`src/rtl/pixel_writer_pkg.sv`:
```
// Shared definitions for the pixel writer: control FSM encoding and the default
// screen geometry also used by the framebuffer and display modules.
package pixel_writer_pkg;

  typedef enum logic [1:0] {
    IDLE,
    ACTIVE,
    DRAIN
  } state_t;

  localparam int DEF_H_RES = 320;
  localparam int DEF_V_RES = 180;

endpackage

```
`src/rtl/sync_fifo.sv`:
```
// Single-clock FIFO with a fall-through read port (pop_data shows the head entry).
// Push and pop in one cycle are accepted even when full; a push into a full FIFO without a pop is ignored.
module sync_fifo #(
  parameter int WIDTH = 8,
  parameter int DEPTH = 8
) (
  input  logic                       clk,
  input  logic                       rst_n,
  input  logic                       push,
  input  logic [WIDTH-1:0]           push_data,
  input  logic                       pop,
  output logic [WIDTH-1:0]           pop_data,
  output logic                       full,
  output logic                       empty,
  output logic [$clog2(DEPTH):0]     count
);

  localparam int AW = $clog2(DEPTH);
  localparam int CW = $clog2(DEPTH) + 1;

  logic [WIDTH-1:0] mem [DEPTH];
  logic [AW-1:0]    wr_ptr;
  logic [AW-1:0]    rd_ptr;
  logic             do_push;
  logic             do_pop;

  assign full     = (count == CW'(DEPTH));
  assign empty    = (count == '0);
  assign do_pop   = pop && !empty;
  // A pop in the same cycle frees the slot the push needs.
  assign do_push  = push && (!full || do_pop);
  assign pop_data = mem[rd_ptr];

  always_ff @(posedge clk) begin
    if (do_push) mem[wr_ptr] <= push_data;
  end

  always_ff @(posedge clk or negedge rst_n) begin
    if (!rst_n) begin
      wr_ptr <= '0;
      rd_ptr <= '0;
      count  <= '0;
    end else begin
      if (do_push) wr_ptr <= wr_ptr + 1'b1;
      if (do_pop)  rd_ptr <= rd_ptr + 1'b1;
      case ({do_push, do_pop})
        2'b10:   count <= count + 1'b1;
        2'b01:   count <= count - 1'b1;
        default: count <= count;
      endcase
    end
  end

endmodule

```
`src/rtl/triangle_pixel_writer.sv`:
```
// Clips fill pixels to the screen, buffers {addr,color} and issues framebuffer writes 3 cycles after sampling.
// Throttles the fill through oe_out, keeping SKID entries free for pixels already in flight.
module triangle_pixel_writer
  import pixel_writer_pkg::*;
#(
  parameter int  COORD_WIDTH = 16,
  parameter int  H_RES       = DEF_H_RES,
  parameter int  V_RES       = DEF_V_RES,
  parameter int  COLOR_WIDTH = 16,
  parameter int  FIFO_DEPTH  = 8,
  parameter int  SKID        = 4,
  localparam int ADDR_WIDTH  = $clog2(H_RES * V_RES)
) (
  input  logic                          clk_in,
  input  logic                          rst_n_in,
  input  logic signed [COORD_WIDTH-1:0] x_in,
  input  logic signed [COORD_WIDTH-1:0] y_in,
  input  logic                          drawing_in,
  input  logic [COLOR_WIDTH-1:0]        color_in,
  input  logic                          fill_done_in,
  output logic                          oe_out,
  input  logic                          fb_ready_in,
  output logic                          fb_we_out,
  output logic [ADDR_WIDTH-1:0]         fb_addr_out,
  output logic [COLOR_WIDTH-1:0]        fb_data_out,
  output logic                          busy_out,
  output logic                          done_out,
  output logic                          overflow_out
);

  localparam int CNT_W = $clog2(FIFO_DEPTH) + 1;
  localparam int ENT_W = ADDR_WIDTH + COLOR_WIDTH;

  localparam logic signed [COORD_WIDTH-1:0] X_LIM   = COORD_WIDTH'(H_RES);
  localparam logic signed [COORD_WIDTH-1:0] Y_LIM   = COORD_WIDTH'(V_RES);
  localparam logic [ADDR_WIDTH-1:0]         H_RES_A = ADDR_WIDTH'(H_RES);
  localparam logic [CNT_W-1:0]              OE_LIM  = CNT_W'(FIFO_DEPTH - SKID);

  logic                   in_range;
  logic [ADDR_WIDTH-1:0]  x_a;
  logic [ADDR_WIDTH-1:0]  y_a;
  logic [ADDR_WIDTH-1:0]  addr_c;

  logic                   valid1;
  logic [ADDR_WIDTH-1:0]  addr1;
  logic [COLOR_WIDTH-1:0] color1;

  logic                   fifo_pop;
  logic [ENT_W-1:0]       fifo_q;
  logic                   fifo_full;
  logic                   fifo_empty;
  logic [CNT_W-1:0]       fifo_count;

  state_t                 state_q;
  state_t                 state_d;
  logic                   done_d;

  assign in_range = !x_in[COORD_WIDTH-1] && (x_in < X_LIM) &&
                    !y_in[COORD_WIDTH-1] && (y_in < Y_LIM);

  // Operands are zeroed when off-screen so clipped coordinates never reach the multiplier.
  assign x_a    = in_range ? ADDR_WIDTH'(x_in) : '0;
  assign y_a    = in_range ? ADDR_WIDTH'(y_in) : '0;
  assign addr_c = y_a * H_RES_A + x_a;

  always_ff @(posedge clk_in or negedge rst_n_in) begin
    if (!rst_n_in) begin
      valid1 <= 1'b0;
      addr1  <= '0;
      color1 <= '0;
    end else begin
      valid1 <= drawing_in && in_range;
      if (drawing_in && in_range) begin
        addr1  <= addr_c;
        color1 <= color_in;
      end
    end
  end

  sync_fifo #(
    .WIDTH (ENT_W),
    .DEPTH (FIFO_DEPTH)
  ) u_fifo (
    .clk       (clk_in),
    .rst_n     (rst_n_in),
    .push      (valid1),
    .push_data ({addr1, color1}),
    .pop       (fifo_pop),
    .pop_data  (fifo_q),
    .full      (fifo_full),
    .empty     (fifo_empty),
    .count     (fifo_count)
  );

  assign fifo_pop = !fifo_empty && fb_ready_in;
  assign oe_out   = (fifo_count < OE_LIM);
  assign busy_out = (state_q != IDLE);

  always_ff @(posedge clk_in or negedge rst_n_in) begin
    if (!rst_n_in) begin
      fb_we_out    <= 1'b0;
      fb_addr_out  <= '0;
      fb_data_out  <= '0;
      overflow_out <= 1'b0;
    end else begin
      fb_we_out <= fifo_pop;
      if (fifo_pop) {fb_addr_out, fb_data_out} <= fifo_q;
      if (valid1 && fifo_full && !fifo_pop) overflow_out <= 1'b1;
    end
  end

  always_comb begin
    state_d = state_q;
    done_d  = 1'b0;
    case (state_q)
      IDLE: begin
        if (drawing_in)        state_d = ACTIVE;
        else if (fill_done_in) done_d  = 1'b1;
      end
      ACTIVE: begin
        if (fill_done_in) state_d = DRAIN;
      end
      DRAIN: begin
        if (!valid1 && fifo_empty && !fifo_pop) begin
          state_d = IDLE;
          done_d  = 1'b1;
        end
      end
      default: state_d = IDLE;
    endcase
  end

  always_ff @(posedge clk_in or negedge rst_n_in) begin
    if (!rst_n_in) begin
      state_q  <= IDLE;
      done_out <= 1'b0;
    end else begin
      state_q  <= state_d;
      done_out <= done_d;
    end
  end

endmodule

```
`config.mk`:
```
export PLATFORM = sky130hd
export DESIGN_NAME = triangle_pixel_writer
export DESIGN_NICKNAME = d
export VERILOG_FILES = /design/src/rtl/pixel_writer_pkg.sv /design/src/rtl/sync_fifo.sv /design/src/rtl/triangle_pixel_writer.sv
export SDC_FILE = /design/constraint.sdc
export NUM_CORES = 1
export LEC_CHECK = 0
export BUFFER_PORTS_ARGS = -buffer_cell sky130_fd_sc_hd__buf_4
export CORE_MARGIN = 8
export CORE_UTILIZATION = 40
export DETAILED_ROUTE_END_ITERATION = 6
export GPL_ROUTABILITY_DRIVEN = 0
export SYNTH_ARGS = -nofsm -noshare
export SYNTH_HDL_FRONTEND = slang
export SYNTH_SLANG_ARGS = --single-unit
```
`constraint.sdc`:
```
create_clock -name clk_in -period 3.9 [get_ports clk_in]
set_input_delay 0.78 -clock clk_in [delete_from_list [all_inputs] [get_ports clk_in]]
set_output_delay 0.78 -clock clk_in [all_outputs]
set_load 0.05 [all_outputs]
```
* Yosys cells after proc, flatten, opt, wreduce, memory -nomap -nowiden *
Memory sizes are Yosys's and may differ from the RTL's. A register that Yosys moved wholly into a read port is not among the register bits.
Index checks and enable logic that the tools add are counted.
Widths: inputs -> output; s select.

storage, ports and cells
  output and inout port bits = 37
  flip-flop bits (word level) = 48
  RAM bits = 256
  logic and storage cells = 65
  memories kept = 1
  bits of input ports = 53

memories
  memory      depth  width  rd ports  clocked after Yosys merged registers in  write ports  RTL line         source
  u_fifo.mem  8      32     1         1                                        1            sync_fifo.sv:21  logic [WIDTH-1:0] mem [DEPTH];

cells by class
  magnitude comparators = 3
  $mul = 1
  reductions and logical operators = 24
  $add $sub $neg = 5
  multiplexer cells = 13
  eq/ne operators = 8

operator list
  cell                   count
  $mux 16                2
  $add 16x16->16         1
  $lt 16x10->1 const B   1
  $lt 16x9->1 const B    1
  $mul 16x3->10 const B  1
  $logic_and 1x1->1      11
  $pmux 4 s2             1
  $logic_not 1->1        7
  $add 3x1->3 const B    2
  $mux 2                 3
  $ne 2x2->1 const B     3
  $pmux 2 s3             1
  $mux 1                 5
  $add 4x1->4 const B    1
  $eq 2x1->1 const B     2
  $eq 2x2->1 const B     2
  $eq 4x4->1 const B     1
  $logic_not 4->1        1
  $lt 4x3->1 const B     1
  $reduce_bool 2->1      2
  $sub 4x1->4 const B    1
  $reduce_and 3->1       1
  $logic_not 2->1        1
  $pmux 1 s2             1
  $logic_or 1x1->1       1

* Depth between registers and ports, before layout *
Gate-level depths: netlist of run 1.

  depth after elaboration = 8
  depth in mapped cells = 19
  gate-level depth less buffers = 19

* Cells and area by module *
From an unflattened synthesis of run 1, not the netlist that was laid out.

unflattened totals
  cell total of the unflattened synthesis = 722
  area, all modules = 13945.9 um^2

by module, submodules not included
  module                 cells an instance  area an instance (um^2)  times used  sequential area each (um^2)
  sync_fifo              441                10312.4                  1           7937.6
  triangle_pixel_writer  281                3633.5                   1           1751.7

* Worst setup path before layout of run 1 *
Ideal clock, no wire load.

  kind = input -> register
  start = in x_in[15]
  end = reg addr1[15]
  setup time = 83 ps
  data arrival time = 4004 ps
  stages = 18
  path slack = -186 ps
  path buffers = 1
  data required time = 3817 ps
  cell sequence = nor4_1 > nand4_1 > nor3_1 > clkbuf_1 > and2_1 > ha_1 > ha_1 > a21oi_1 > o21bai_1 > a21oi_1 > xnor2_1 > ha_1 > nor2_1 > or2_2 > o22ai_1 > a21oi_1 > xor2_1 > o21ai_0

between the ends
  word-level cells in the longest chain between the ends = 7
  elaborated cells on any way between the ends = 10
  those cells by class = add/sub (1); mul (1); order compare (1); mux (2); reduce/logical (5)

ends and longest elaborated chain
  element                                                 RTL line                     source
  from (decl)                                             triangle_pixel_writer.sv:16  input logic signed [COORD_WIDTH-1:0] x_in,
  $lt 16x10->1 / $logic_not 1->1 (equally long branches)  triangle_pixel_writer.sv:58  assign in_range = !x_in[COORD_WIDTH-1] && (x_in < X_LIM) &&
  $logic_and 1x1->1 (2 in series)                         triangle_pixel_writer.sv:58
  $logic_and 1x1->1                                       triangle_pixel_writer.sv:59  !y_in[COORD_WIDTH-1] && (y_in < Y_LIM);
  $mux 16                                                 triangle_pixel_writer.sv:63  assign y_a = in_range ? ADDR_WIDTH'(y_in) : '0;
  $mul 16x3->10                                           triangle_pixel_writer.sv:64  assign addr_c = y_a * H_RES_A + x_a;
  $add 16x16->16                                          triangle_pixel_writer.sv:64
  to (signal assigned)                                    triangle_pixel_writer.sv:74  addr1 <= addr_c;
  to (decl)                                               triangle_pixel_writer.sv:45  logic [ADDR_WIDTH-1:0] addr1;

Several ways; a longest one is shown, not always the timed one.
A chain may end at the register's enable or synchronous reset.

* Worst setup path after layout of run 1 *
  start = in y_in[13]
  end = reg addr1[15]

between the ends
  word-level cells in the longest chain between the ends = 5
  elaborated cells on any way between the ends = 7
  those cells by class = add/sub (1); mul (1); order compare (1); mux (2); reduce/logical (2)

ends and longest elaborated chain
  element              RTL line                     source
  from (decl)          triangle_pixel_writer.sv:17  input logic signed [COORD_WIDTH-1:0] y_in,
  $lt 16x9->1 *        triangle_pixel_writer.sv:59
  $logic_and 1x1->1 *  triangle_pixel_writer.sv:59
  $mux 16              triangle_pixel_writer.sv:63
  $mul 16x3->10        triangle_pixel_writer.sv:64
  $add 16x16->16       triangle_pixel_writer.sv:64

Every way passes the cells marked *; elsewhere a longest branch is shown, timed or not.

==> results.yml, run 1 <==
worst_setup_path:
  path_cells: "buf_4 -> nor4_1 -> nand4_1 -> buf_4 -> or3_1 -> nor2_1 -> ha_1 -> inv_1 -> fa_1 -> nor2b_1 -> o21ai_0 -> a21oi_1 -> ha_1 -> nand3_1 -> or2_2 -> nor2_1 -> a21oi_1 -> xor2_1 -> o21ai_0"
  cp.required_ns: 4.25
  startpoint_type: "primary input"
  cp_max_fo: 2
  slowest_stage: "fa_1"
  cp-end-kind: "register"
  crit_arrival_ns: 3.93
  setup.worst_path.class: "primary input to register"
  cpPeakStageDelay_ns: 0.37
placed_design:
  hpwl_mm: 15.7
  dpl.cell_count: 1312
  placed_cell_area_um2: 15100
  io_buffers: 89
global_route:
  globalRouteMet1Util: 0.179
  first_global_vias: 7377
  track_usage: 0.136
  grt_pass1_wl_mm: 41.8
  grt.overflow.total: 0
  busiest_layer: "met2"
  grt_use_met2: 0.227
  antenna_found_initial: 0
  grt_max_degree: 72
  met3_usage: 0.0251
drt:
  vias_per_cell: 5.03
  dr.pass1.iters: 4
  drt_iter0_drc: 328
  wl_per_cell_um: 19.2
  drc: 0
  wl_mm: 26.5
  route.antenna.remaining_nets: 0
  vias: 6933
run_status:
  status: "complete, no violations"
finish:
  nets: 982
  stdcell_count: 1378
  final_core_util: 0.487
  seqCellArea_um2: 9700
  layout-drive-gt1-share: 0.312
  antenna_cells: 0
  fillers: 2795
  design_area_um2: 16300
  multi_input_area_um2: 3790
  area_delta_synth_final_pct: 20.2
die:
  ioPinCount: 90
  core_um2: 33400
  rows: 67
  die-area_um2: 40000
  die_w_um: 200
  dieHeight_um: 200
  start_util: 0.405
timing:
  hold_viol_final: 0
  maxClockFrequency_mhz: 279
  rsz0062_at_grt: "no"
  tightest_slew_ns: 0.939
  fin_hold_ws_ns: 0.407
  setup_viol: 0
  slew_viol_final: 0
  period_needed_ns: 3.59
  tns_ns: 0
  slew_headroom: 0.374
  fin_crit_sh: 0.920
  clock_skew_ns: 0.0203
clocking:
  cts.sinks: 336
  htree_levels: 2
  cts_tree: "done"
  cts_buffers: 36
  clock_path_buffers: 3
  cts_hold_buf: 0
  path_clk_slew_ns: 0.06
  clk_latency_ns: 0.51
  root_buffer: "clkbuf_16"
synthesis:
  synth-async-reset-ratio: 0.238
  synth_commonest_cells: "edfxtp_1, dfrtp_1, mux4_2"
  netlist_area_um2: 13600
  syn-mean-instance-area_um2: 17.9
  synthCells: 758
  synth-main-ff-cell: "edfxtp_1"
  synth.distinct_cells: 50
  ys_seq_area_frac: 0.715
  synth-seq-cells: 336
  synth_top_cell_area_share: 0.567
  yosysMostFrequentCell: "edfxtp_1"
  yosys-top-cells-area: "edfxtp_1, dfrtp_1, mux4_2, mux2i_1, ha_1"
  yosys_warnings: 0
  yosysTopAreaCell: "edfxtp_1"
  synth_edf_count: 256
flow_run:
  maxCapViolCount: 0
min_path:
  hold_path.class: "primary input to async pin"
power_and_ir_drop:
  leakagePower_nw: 6.78
  vdd_drop_max_v: 0.000382
  power.density_nw_per_um2: 565
## flip-flops by register name (all words and copies together) (netlist names)
register and flops:
u_fifo.count 4, valid1 1, done_out 1, fb_we_out 1, u_fifo.mem 256, addr1 16, overflow_out 1, fb_data_out 16
u_fifo.wr_ptr 3, u_fifo.rd_ptr 3, state_q 2, color1 16, fb_addr_out 16
## worst paths after layout
kind | from | to | slack, ns | cells after the start
hold / removal | rst_n_in | fb_data_out[15] | 0.41 | 1
setup / recovery | y_in[13] | addr1[15] | 0.31 | 19
min in group clk_in | overflow_out | overflow_out | 0.46 | 1
setup reg to reg | u_fifo.count[0] | u_fifo.mem[2][24] | 1.48 | 6
hold reg to reg | overflow_out | overflow_out | 0.46 | 1
max in group asynchronous | rst_n_in | fb_addr_out[8] | 2.69 | 2
## metrics by stage
step                      setup WS, ns  total power [mW]
final                            0.312              9.20
after global routing            0.0160              9.60
after CTS                        0.302              9.34
after detailed placement        -0.214              6.05
after global placement          -0.156              6.04
after floorplan                -0.0933              5.49
## layout make-up
class,count,share of cell area
inverter,12,0.00276
clock inverter,14,0.0102
timing repair buffer,133,0.0651
multi-input combinational,384,0.232
tap,448,0.0344
sequential,336,0.595
clock buffer,51,0.0600
## power by group
group / switching [mW] / total (mW) / internal (mW) / leakage (nW)
sequential: 0.321 / 4.29 / 3.97 / 3.99
combinational: 0.954 / 1.64 / 0.686 / 2.24
clock: 1.32 / 3.27 / 1.96 / 0.550
## kinds of logic after synthesis
logic type      Yosys count  synth area share
flops                   336             0.715
simple gates            126            0.0428
mux                     122             0.152
compound gates           81            0.0354
buf+inv                  44            0.0146
fa+ha+maj                27            0.0259
xor+xnor                 21            0.0146
other cells               1          0.000277
## routing by layer
metal / wire, um / part of all wire / vias up
li1: - / - / 3243
met1: 12000 / 0.45 / 3531
met2: 12900 / 0.49 / 122
met3: 1090 / 0.041 / 37
met4: 499 / 0.019 / 0
met5: 0 / 0 / -
## worst max-delay path: cells and delay by family
| family | cells | cell delay [ns] |
|---|---|---|
| adder cells (fa/ha/maj) | 3 | 0.72 |
| XOR/XNOR | 1 | 0.14 |
| AO/OA/AOI/OAI | 4 | 0.42 |
| buffers and inverters | 3 | 0.34 |
| AND/OR/NAND/NOR | 8 | 1.54 |
## cells in the final DEF (no fill, tap or decap), types with 4 or more instances in the layout
master / netlist / routed
a21o_1: 7 / 7
xor2_1: 7 / 7
buf_12: 0 / 5
a21oi_1: 12 / 12
nor2_1: 25 / 19
conb_1: 1 / 7
inv_1: 12 / 12
edfxtp_1: 256 / 256
nor2_4: 0 / 6
buf_4: 1 / 128
and2_1: 8 / 8
clkinv_2: 0 / 4
nor3b_1: 4 / 4
xnor2_1: 13 / 13
mux2i_1: 33 / 33
mux2_2: 23 / 23
dfrtp_1: 80 / 77
nand2b_1: 4 / 4
nand3_1: 6 / 6
o21ai_0: 43 / 43
mux4_2: 64 / 64
nand2_1: 57 / 56
clkbuf_16: 0 / 36
clkbuf_1: 19 / 13
ha_1: 24 / 24
## repair_timing
action | in CTS | in global routing
gates resized for setup | 0 | 4
setup buffers | 0 | 1
endpoints found under the setup margin | 0 | 1
No activity file was read; power rests on OpenSTA's default activity.
==> run 2, diff against run 1 <==
--- a/config.mk
+++ b/config.mk
@@ -9,7 +9,7 @@
 export CORE_MARGIN = 8
 export CORE_UTILIZATION = 40
 export DETAILED_ROUTE_END_ITERATION = 6
-export GPL_ROUTABILITY_DRIVEN = 0
+export PLACE_DENSITY_LB_ADDON = 0.3
 export SYNTH_ARGS = -nofsm -noshare
 export SYNTH_HDL_FRONTEND = slang
 export SYNTH_SLANG_ARGS = --single-unit
==> run 2 against run 1 <==
  * Clock power barely moved
  * Flip-flop and latch count stayed put
  * Combinational power is essentially flat
  * Clock skew rose by 0.0031 ns
  * Largest cell class unchanged
==> results.yml, run 2 (synthesized netlist as in run 1, its figures left out) <==
run_status:
  status: "complete, no violations"
timing:
  setup_viol: 0
  fin_crit_sh: 0.909
  hold_viol_final: 0
  tightest_slew_ns: 0.943
  slew_viol_final: 0
  tns_ns: 0
  maxClockFrequency_mhz: 282
  rsz0062_at_grt: "no"
  slew_headroom: 0.371
  period_needed_ns: 3.55
  clock_skew_ns: 0.0234
die:
  core_um2: 33400
  start_util: 0.405
  ioPinCount: 90
  die-area_um2: 40000
  rows: 67
  die_w_um: 200
  dieHeight_um: 200
clocking:
  cts_hold_buf: 0
  clock_path_buffers: 3
  root_buffer: "clkbuf_16"
  cts_buffers: 35
  ctsResizeCount: 0
  htree_levels: 2
  clk_latency_ns: 0.52
  post_cts_buffers: 0
  cts_tree: "done"
  path_clk_slew_ns: 0.06
  cts.sinks: 336
drt:
  drt_iter0_drc: 284
  wl_per_cell_um: 19.1
  route.antenna.remaining_nets: 0
  vias_per_cell: 5.07
  dr.pass1.iters: 4
  drc: 0
  wl_mm: 26.3
  vias: 6995
power_and_ir_drop:
  leakagePower_nw: 6.80
  vdd_drop_max_v: 0.000302
  total_power_mw: 9.19
  power.density_nw_per_um2: 565
finish:
  nets: 984
  design_area_um2: 16300
  final_cell_mix: "edfxtp_1, buf_4, dfrtp_1"
  largest_reg_flops: 256
  largest_register: "u_fifo.mem"
  stdcell_count: 1380
  antenna_cells: 0
  layout-drive-gt1-share: 0.310
  final_core_util: 0.487
  mostFrequentLayoutCell: "edfxtp_1"
  area_delta_synth_final_pct: 20.1
global_route:
  track_usage: 0.137
  first_global_vias: 7596
  antenna_found_initial: 0
  grt.overflow.total: 0
  grt_max_degree: 70
  grt_pass1_wl_mm: 42.6
worst_setup_path:
  setup.worst_path.class: "primary input to register"
  startpoint_type: "primary input"
  reg2reg_from: "u_fifo.count[1]"
  cp-end-kind: "register"
  rrSetupSlack_ns: 1.50
  crit_arrival_ns: 3.96
  reg2reg_to: "u_fifo.count[3]"
  cp_max_fo: 4
  cp.required_ns: 4.32
  r2r_cells: 11
placed_design:
  dpl.cell_count: 1316
  io_buffers: 89
  hpwl_mm: 15.8
  placed_cell_area_um2: 15100
  place_congestion: 0.762
min_path:
  hold_path.class: "primary input to async pin"
flow_run:
  maxCapViolCount: 0
==> run 2: cell types whose count changed in the layout (fill, tap and decap cells not counted), moves of 2 or more <==
cell	previous run	this run
buf_4	128	131
clkbuf_1	13	11
nor4_2	2	0
nor4_1	2	4
clkinv_1	2	4
==> run 2: final cells by class <==
cell class | count | area [um2]
well taps | 448 | 561
flip-flops and latches | 336 | 9700
repair buffers | 136 | 1080
clock inverters | 13 | 130
inverters | 12 | 45.0
multi-input cells | 384 | 3760
clock buffers | 51 | 1010
fillers | 2791 | 17200
==> run 2: worst max-delay path, cell delays in order <==
cell and delay [ns]:
buf_4 0.11, nor4_1 0.27, nand4_1 0.18, buf_4 0.18, or3_1 0.32, nor2_1 0.13
ha_1 0.18, inv_1 0.05, fa_1 0.38, nor2b_1 0.15, o21ai_0 0.09, a21oi_1 0.17
ha_1 0.17, nand3_1 0.08, or2_2 0.29, o22ai_1 0.11, a21oi_1 0.07, xor2_1 0.14
o21ai_1 0.13
==> run 2: worst max path at each step <==
stage	from	to	slack, ns	cells after the start
finish	y_in[13]	addr1[15]	0.35	19
global route	x_in[15]	addr1[15]	0.02	19
CTS	x_in[15]	addr1[15]	0.29	19
detailed placement	x_in[15]	addr1[15]	-0.20	19
global placement	x_in[15]	addr1[15]	-0.13	19
floorplan	x_in[15]	addr1[15]	-0.09	18
==> run 2: power by group <==
| part | leakage (nW) | internal (mW) | switching (mW) |
|---|---|---|---|
| sequential | 3.99 | 3.97 | 0.317 |
| clock | 0.548 | 1.94 | 1.32 |
| combinational | 2.26 | 0.687 | 0.964 |
==> run 2: metrics by stage <==
stage | setup WS, ns | hold WS, ns
2_1_floorplan | -0.0933 | 0.456
5_1_grt | 0.0191 | 0.457
3_3_place_gp | -0.129 | 0.463
4_1_cts | 0.293 | 0.433
6_report | 0.355 | 0.401
3_5_place_dp | -0.205 | 0.464
==> run 2: per-layer routing <==
| layer | GRT usage | vias to the layer above | share of wire |
|---|---|---|---|
| met1 | 0.185 | 3584 | 0.46 |
| li1 | - | 3243 | - |
| met5 | 0 | - | 0 |
| met4 | 0.0351 | 0 | 0.018 |
| met3 | 0.0258 | 42 | 0.042 |
| met2 | 0.225 | 126 | 0.48 |
==> run 3, diff against run 2 <==
--- a/config.mk
+++ b/config.mk
@@ -6,10 +6,10 @@
 export NUM_CORES = 1
 export LEC_CHECK = 0
 export BUFFER_PORTS_ARGS = -buffer_cell sky130_fd_sc_hd__buf_4
-export CORE_MARGIN = 8
-export CORE_UTILIZATION = 40
+export CORE_UTILIZATION = 35
 export DETAILED_ROUTE_END_ITERATION = 6
 export PLACE_DENSITY_LB_ADDON = 0.3
+export REMOVE_ABC_BUFFERS = 1
 export SYNTH_ARGS = -nofsm -noshare
 export SYNTH_HDL_FRONTEND = slang
 export SYNTH_SLANG_ARGS = --single-unit
==> run 3 against run 2 <==
  * First-iteration DRC count up 36%
  * Final cell count up 5.1%
  * Flip-flop and latch count unchanged
  * Worst setup slack worse by 0.012 ns
  * Routed wire length up 2.0%
  * Fmax down 0.35%
  * Via count about the same
  * Worst hold slack worse by 0.18 ns
  * Design area up 0.81%
  * Die area down 1.3%
==> results.yml, run 3 (synthesized netlist as in run 1, its figures left out) <==
min_path:
  hold_path.class: "primary input to async pin"
finish:
  antenna_cells: 0
  final_cell_mix: "edfxtp_1, buf_4, dfrtp_1"
  area_delta_synth_final_pct: 21.1
  mostFrequentLayoutCell: "edfxtp_1"
  design_area_um2: 16400
  largest_register: "u_fifo.mem"
  nets: 990
  final_core_util: 0.434
  largest_reg_flops: 256
  layout-drive-gt1-share: 0.313
die:
  dieHeight_um: 199
  die_w_um: 199
  ioPinCount: 90
  core_um2: 37800
  rows: 71
  start_util: 0.358
  die-area_um2: 39500
worst_setup_path:
  crit_arrival_ns: 3.93
  setup.worst_path.class: "primary input to register"
  cp_max_fo: 7
  startpoint_type: "primary input"
  cp-end-kind: "register"
  cp.required_ns: 4.27
timing:
  clock_skew_ns: 0.0152
  slew_headroom: 0.356
  tns_ns: 0
  rsz0062_at_grt: "no"
  maxClockFrequency_mhz: 281
  tightest_slew_ns: 0.966
  period_needed_ns: 3.56
  slew_viol_final: 0
  setup_viol: 0
  fin_crit_sh: 0.912
  hold_viol_final: 0
clocking:
  cts_buffers: 37
  clock_path_buffers: 3
  post_cts_buffers: 0
  cts_tree: "done"
  htree_levels: 2
  clk_latency_ns: 0.53
  path_clk_slew_ns: 0.06
  cts.sinks: 336
  root_buffer: "clkbuf_16"
power_and_ir_drop:
  power.density_nw_per_um2: 570
  vdd_drop_max_v: 0.000317
  leakagePower_nw: 6.84
global_route:
  grt_pass1_wl_mm: 42.0
  grt_max_degree: 67
  grt.overflow.total: 0
  antenna_found_initial: 0
  first_global_vias: 7233
  track_usage: 0.141
placed_design:
  place_congestion: 0.773
  io_buffers: 89
  placed_cell_area_um2: 15200
  hpwl_mm: 15.5
drt:
  route.antenna.remaining_nets: 0
  drc: 0
  wl_mm: 26.8
  wl_per_cell_um: 18.5
  vias: 7001
  drt_iter0_drc: 385
  dr.pass1.iters: 4
  vias_per_cell: 4.83
run_status:
  status: "complete, no violations"
flow_run:
  maxCapViolCount: 0
## run 3: worst paths after layout
| kind | start | end | slack, ns | cells after the start |
|---|---|---|---|---|
| max reg2reg | u_fifo.count[0] | u_fifo.mem[2][19] | 1.45 | 6 |
| min | rst_n_in | fb_data_out[6] | 0.22 | 1 |
| min reg2reg | overflow_out | overflow_out | 0.47 | 1 |
| max in group asynchronous | rst_n_in | overflow_out | 2.95 | 2 |
| max | y_in[13] | addr1[15] | 0.34 | 19 |
| min in group clk_in | overflow_out | overflow_out | 0.47 | 1 |
## run 3: power by group
part	internal (mW)	total (mW)	leakage, nW	switching (mW)
Clock	2.03	3.39	0.573	1.37
Combinational	0.692	1.63	2.28	0.941
Sequential	3.97	4.33	3.99	0.356
## run 3: repair_timing
action                                  CTS  global route
gates resized for setup                   0             1
endpoints found under the setup margin    0             1
hold buffers                              0             0
## run 3: per-stage QoR
| step | hold slack, ns | worst slack [ns] | instances | power [mW] |
|---|---|---|---|---|
| CTS | 0.217 | 0.259 | 1450 | 9.49 |
| detailed placement | 0.452 | -0.255 | 1383 | 6.09 |
| global placement | 0.446 | -0.198 | 1383 | 6.07 |
| finish | 0.218 | 0.342 | 1450 | 9.35 |
| global route | 0.237 | 0.0841 | 1450 | 9.74 |
| floorplan | 0.456 | -0.338 | 732 | 5.47 |
## run 3: final cells by class
class,count,area [um2]
clock buffer,50,1010
clock inverter,17,188
fill,3400,21400
inverter,12,45.0
multi-input combinational,384,3750
sequential,336,9700
tap,511,639
timing repair buffer,140,1090
## run 3: metal layers
layer  global-route usage  share of wire  up-vias
met5                    0              0        -
met3               0.0300          0.047       41
li1                     -              -     3259
met2                0.236           0.49      147
met1                0.187           0.45     3554
met4               0.0348          0.017        0
## run 3: worst max-delay path: stages
cell and delay [ns]:
buf_4 0.11, nor4_1 0.27, nand4_1 0.17, nor3_1 0.16, buf_4 0.16, and2_1 0.15, ha_1 0.23, ha_1 0.32
a21oi_1 0.22, o21bai_1 0.10, a21oi_1 0.18, xnor2_1 0.09, ha_1 0.31, nor2_1 0.12, or2_2 0.14, o22ai_1 0.06
a21oi_1 0.14, xor2_1 0.15, o21ai_0 0.08
